File: config.mk
export PLATFORM = sky130hd
export DESIGN_NAME = mod5_seq_monitor
export DESIGN_NICKNAME = d
export VERILOG_FILES = /design/src/rtl/mod5_seq_monitor.sv
export SDC_FILE = /design/constraint.sdc
export NUM_CORES = 1
export LEC_CHECK = 0
export BUFFER_PORTS_ARGS = -buffer_cell sky130_fd_sc_hd__buf_2
export CAP_MARGIN = 20
export CORE_AREA = 2 2 46 80
export DETAILED_ROUTE_END_ITERATION = 12
export DIE_AREA = 0 0 48 82
export MAX_ROUTING_LAYER = met4
export SYNTH_ARGS = -nofsm -noshare
export SYNTH_HDL_FRONTEND = slang
export SYNTH_SLANG_ARGS = --single-unit
File: constraint.sdc
create_clock -name CLK -period 4 [get_ports CLK]
set_input_delay 0.8 -clock CLK [delete_from_list [all_inputs] [get_ports CLK]]
set_output_delay 0.8 -clock CLK [all_outputs]
set_load 0.05 [all_outputs]
File: src/rtl/mod5_seq_monitor.sv
// Monitor for a mod-5 counter state bus: one-hot phase decode, wrap tick/count,
// illegal/sequence checking and lock status. Optional `MOD5_MON_HOLD_EN accepts held counts.
//
// state    | meaning
// S_SYNC   | counting clean 4->0 wraps toward lock
// S_LOCKED | LOCK_WRAPS clean wraps seen, no error since
// S_ERROR  | error seen; waits for err_clr
module mod5_seq_monitor #(
  parameter int CNT_W      = 8,
  parameter int LOCK_WRAPS = 2
) (
  input  logic             CLK,
  input  logic             rst,
  input  logic [2:0]       Q,
  input  logic             err_clr,
  output logic [4:0]       phase,
  output logic             wrap,
  output logic [CNT_W-1:0] wraps,
  output logic             locked,
  output logic             err_illegal,
`ifdef MOD5_MON_HOLD_EN
  output logic             hold,
`endif
  output logic             err_seq
);

  typedef enum logic [1:0] {S_SYNC, S_LOCKED, S_ERROR} state_t;

  localparam logic [3:0] LOCK_N = 4'(LOCK_WRAPS);

  state_t           state_q, state_d;
  logic [2:0]       q_s_q, q_s_d;
  logic             s_vld_q, s_vld_d;
  logic [2:0]       q_p_q, q_p_d;
  logic             p_vld_q, p_vld_d;
  logic [3:0]       clean_q, clean_d;
  logic [4:0]       phase_q, phase_d;
  logic             wrap_q, wrap_d;
  logic [CNT_W-1:0] wraps_q, wraps_d;
  logic             locked_q, locked_d;
  logic             ei_q, ei_d;
  logic             es_q, es_d;
  logic             hold_q, hold_d;

  logic       illegal, legal, checked, is_hold, seq_bad, new_err;
  logic [2:0] nxt;

  always_comb begin
    q_s_d   = Q;
    s_vld_d = 1'b1;

    illegal = s_vld_q && (q_s_q > 3'd4);
    legal   = s_vld_q && !illegal;
    checked = legal && p_vld_q;
    nxt     = (q_p_q == 3'd4) ? 3'd0 : q_p_q + 3'd1;
`ifdef MOD5_MON_HOLD_EN
    is_hold = checked && (q_s_q == q_p_q);
`else
    is_hold = 1'b0;
`endif
    seq_bad = checked && !is_hold && (q_s_q != nxt);
    new_err = illegal || seq_bad;

    hold_d  = is_hold;
    wrap_d  = checked && (q_p_q == 3'd4) && (q_s_q == 3'd0);
    wraps_d = wraps_q + CNT_W'(wrap_d);

    phase_d = phase_q;
    if (s_vld_q) phase_d = illegal ? 5'd0 : (5'd1 << q_s_q);

    // a new error in the same cycle as err_clr leaves its flag set
    ei_d = (err_clr ? 1'b0 : ei_q) | illegal;
    es_d = (err_clr ? 1'b0 : es_q) | seq_bad;

    // an illegal code breaks the history so the next legal code only re-anchors
    q_p_d   = legal ? q_s_q : q_p_q;
    p_vld_d = illegal ? 1'b0 : (legal ? 1'b1 : p_vld_q);

    state_d = state_q;
    clean_d = clean_q;
    case (state_q)
      S_SYNC: begin
        if (new_err) begin
          state_d = S_ERROR;
          clean_d = 4'd0;
        end else if (wrap_d) begin
          if (clean_q + 4'd1 >= LOCK_N) begin
            state_d = S_LOCKED;
            clean_d = 4'd0;
          end else begin
            clean_d = clean_q + 4'd1;
          end
        end
      end
      S_LOCKED: begin
        if (new_err) state_d = S_ERROR;
      end
      default: begin
        if (err_clr && !new_err) begin
          state_d = S_SYNC;
          clean_d = 4'd0;
          p_vld_d = 1'b0;
        end
      end
    endcase
    locked_d = (state_d == S_LOCKED);
  end

  always_ff @(posedge CLK) begin
    if (!rst) begin
      state_q  <= S_SYNC;
      q_s_q    <= 3'd0;
      s_vld_q  <= 1'b0;
      q_p_q    <= 3'd0;
      p_vld_q  <= 1'b0;
      clean_q  <= 4'd0;
      phase_q  <= 5'd0;
      wrap_q   <= 1'b0;
      wraps_q  <= '0;
      locked_q <= 1'b0;
      ei_q     <= 1'b0;
      es_q     <= 1'b0;
      hold_q   <= 1'b0;
    end else begin
      state_q  <= state_d;
      q_s_q    <= q_s_d;
      s_vld_q  <= s_vld_d;
      q_p_q    <= q_p_d;
      p_vld_q  <= p_vld_d;
      clean_q  <= clean_d;
      phase_q  <= phase_d;
      wrap_q   <= wrap_d;
      wraps_q  <= wraps_d;
      locked_q <= locked_d;
      ei_q     <= ei_d;
      es_q     <= es_d;
      hold_q   <= hold_d;
    end
  end

  assign phase       = phase_q;
  assign wrap        = wrap_q;
  assign wraps       = wraps_q;
  assign locked      = locked_q;
  assign err_illegal = ei_q;
  assign err_seq     = es_q;
`ifdef MOD5_MON_HOLD_EN
  assign hold        = hold_q;
`else
  logic unused_hold;
  assign unused_hold = hold_q;
`endif

endmodule
==> flow_metrics.py <==
metrics = {
    "routing": {
        "avgRoutedWirePerCell_um": 12.55,
        "drtAntennaViolNets": 0,
        "route.detailed.drc": 0,
        "dr.pass1.iters": 4,
        "via_per_inst": 5.240,
        "drtIter0Drc": 51,
        "vias": 1200,
        "drt-total-wl_um": 2873,
    },
    "clocking": {
        "cts_max_path_buffers": 2,
        "postCtsHoldBufs": 0,
        "numCtsBuffers": 5,
        "cts_resized": 0,
        "post_cts_buffers": 0,
        "cts.sinks": 31,
        "ctsHtreeMaxLevel": 2,
        "clkSlewWorstSetupHoldPaths_ns": 0.06,
        "cts-root-buf": "clkbuf_8",
        "cts_tree": "built",
        "clk_latency_ns": 0.28,
    },
    "floorplanning": {
        "io-pin-count": 23,
        "die_x_um": 48,
        "core_mm2": 0.003328,
        "dieArea_mm2": 0.003936,
        "row_count": 28,
        "die_height_um": 82,
        "start_util_pct": 42.59,
    },
    "synthesis": {
        "async_flop_share_pct": 0,
        "syn-mean-instance-area_um2": 8.916,
        "yosys.area.top_type": "dfxtp_1",
        "syn-num-nets": 171,
        "syn_area_mm2": 0.001418,
        "synth_fa_ha_area_share_pct": 5.296,
        "synth_top_flop_cell": "dfxtp_1",
        "ys_top_cells_by_area": "dfxtp_1 (44%), ha_1 (5.3%), nor2_1 (4.2%)",
        "synth_top_family_by_area": "simple AND/OR/NAND/NOR gates",
        "synth_compound_area_share_pct": 14.12,
        "synth-seq-cells": 31,
        "synth_cells": 159,
        "synthMuxAreaShare_pct": 0,
        "synth_top_area_share_pct": 43.78,
        "ys_types": 41,
        "ys_warn_count": 0,
        "yosysSeqAreaShare_pct": 43.78,
        "synth_enable_flop_cells": 0,
        "synthSimpleGateAreaFrac_pct": 27.89,
        "synth_xor_area_share_pct": 5.560,
    },
    "timing": {
        "hold_viol_final": 0,
        "rsz0062_at_grt": "no",
        "tightest_slew_ns": 0.5298,
        "fmaxAchievable_ghz": 0.4762,
        "skew_ns": 0.004347,
        "finalCriticalPeriod_ns": 2.100,
        "slew_headroom_pct": 64.46,
        "tns_ns": 0,
        "setup_violations": 0,
        "slew_viol_final": 0,
        "min_period_over_period_pct": 52.49,
    },
    "finish": {
        "final_cells": 229,
        "area_growth_pct": 18.53,
        "fin_util_pct": 50.49,
        "antenna_cells": 0,
        "final_layout_size_suffix_gt1_share_pct": 17.93,
        "fin_nets": 195,
        "layout_common_cells": "dfxtp_1 (31), buf_2 (22), nor2_1 (16)",
        "final_common_cell": "dfxtp_1",
        "fill_cells": 332,
    },
    "min_path": {
        "hold_path.class": "flop to flop",
    },
    "worst_setup_path": {
        "critPathRequiredTime_ns": 4.17,
        "path_class": "flop to flop",
        "end_kind": "flop",
        "critPathArrivalTime_ns": 2.27,
        "worstPathMaxFanout": 5,
        "critPathLaunchType": "flop",
    },
    "power": {
        "pwr_density_cell_mw_per_mm2": 416.3,
        "ir_drop_mv": 0.3276,
        "finalPower_mw": 0.6995,
        "leakagePower_nw": 0.7245,
    },
    "global_route": {
        "grt_pass1_wl_um": 4933,
        "overflow": 0,
        "grt_pass1_vias": 1135,
        "grt_max_degree": 20,
        "grtUsageTotal_pct": 18.32,
        "antenna_found_initial": 0,
    },
    "placed_design": {
        "gp_congestion": 0.8617,
        "dp_hpwl_um": 2145,
        "dp.cells": 221,
        "io_buffers": 22,
    },
    "job": {
        "cap_violations": 0,
    },
    "status": {
        "status": "complete, no violations",
    },
}
[per-stage QoR]
step	setup WS, ns	hold WS [ns]	cell area [um2]
2_1_floorplan	2.060	0.4585	1418
3_3_place_gp	1.825	0.4487	1563
3_5_place_dp	1.744	0.4548	1563
4_1_cts	1.882	0.4648	1680
5_1_grt	1.725	0.4991	1680
6_report	1.900	0.4619	1680
[final timing paths]
check / startpoint / end / slack, ns / depth (start not counted)
worst max-delay path: q_p_q[0] / state_q[0] / 1.90 / 7
worst max register to register: q_p_q[0] / state_q[0] / 1.90 / 7
worst min-delay path: phase[3] / phase[3] / 0.46 / 2
worst min register to register: phase[3] / phase[3] / 0.46 / 2
[routing by layer]
layer  up-vias  share of wire (%)  global-route usage, %
met5         -                  0                      -
met4         0                1.9                  9.189
met3         5                3.7                  5.275
met2        25                 54                  29.47
met1       559                 40                  19.60
li1        611                  -                      -
[worst max-delay path, stage by stage, from the launching register on]
cell	delay, ns
dfxtp_1	0.39
inv_1	0.06
ha_1	0.24
or3b_1	0.46
a21o_1	0.22
a31oi_1	0.34
nor4_1	0.11
o21bai_1	0.17
[cells in the mapped netlist, types with 2 or more instances]
master / n
a21oi_1: 11
a31oi_1: 4
and2_1: 5
and3_1: 2
buf_2: 2
clkbuf_1: 3
dfxtp_1: 31
ha_1: 6
inv_1: 6
nand2_1: 13
nand2b_1: 4
nand3_1: 8
nand4b_1: 2
nor2_1: 16
nor2b_1: 2
nor3_1: 5
nor3b_1: 3
nor4b_1: 2
o21ai_0: 5
xnor2_1: 4
xor2_1: 5
[sequential cells by signal, summed over array words and instances (netlist names)]
signal	count
err_illegal	1
clean_q	4
q_s_q	3
p_vld_q	1
wraps	8
locked	1
state_q	2
s_vld_q	1
err_seq	1
phase	5
q_p_q	3
wrap	1
[report_power, final]
| group | leakage (nW) | internal [mW] | switching [mW] |
|---|---|---|---|
| Clock | 0.0612 | 0.201 | 0.112 |
| Sequential | 0.252 | 0.317 | 0.0135 |
| Combinational | 0.411 | 0.0208 | 0.0350 |
| Total | 0.725 | 0.539 | 0.161 |
[cell type report]
class                      instances  area, um2  area share [%]
clock buffer                       6      82.58           4.914
timing repair buffer              22      110.1           6.553
clock inverter                     2      35.03           2.085
tap                               45      56.30           3.351
inverter                           7      26.28           1.564
multi-input combinational        116      749.5           44.60
sequential                        31      620.6           36.93
[cell families (layout without fill, tap and decap cells)]
| group | after synthesis | after routing |
|---|---|---|
| AO/OA/AOI/OAI | 31 | 31 |
| XOR/XNOR | 9 | 9 |
| adder cells (fa/ha/maj) | 6 | 6 |
| buffers and inverters | 12 | 37 |
| flip-flops | 31 | 31 |
| AND/OR/NAND/NOR | 70 | 70 |
Note: power is estimated with default switching activity, not from simulation.
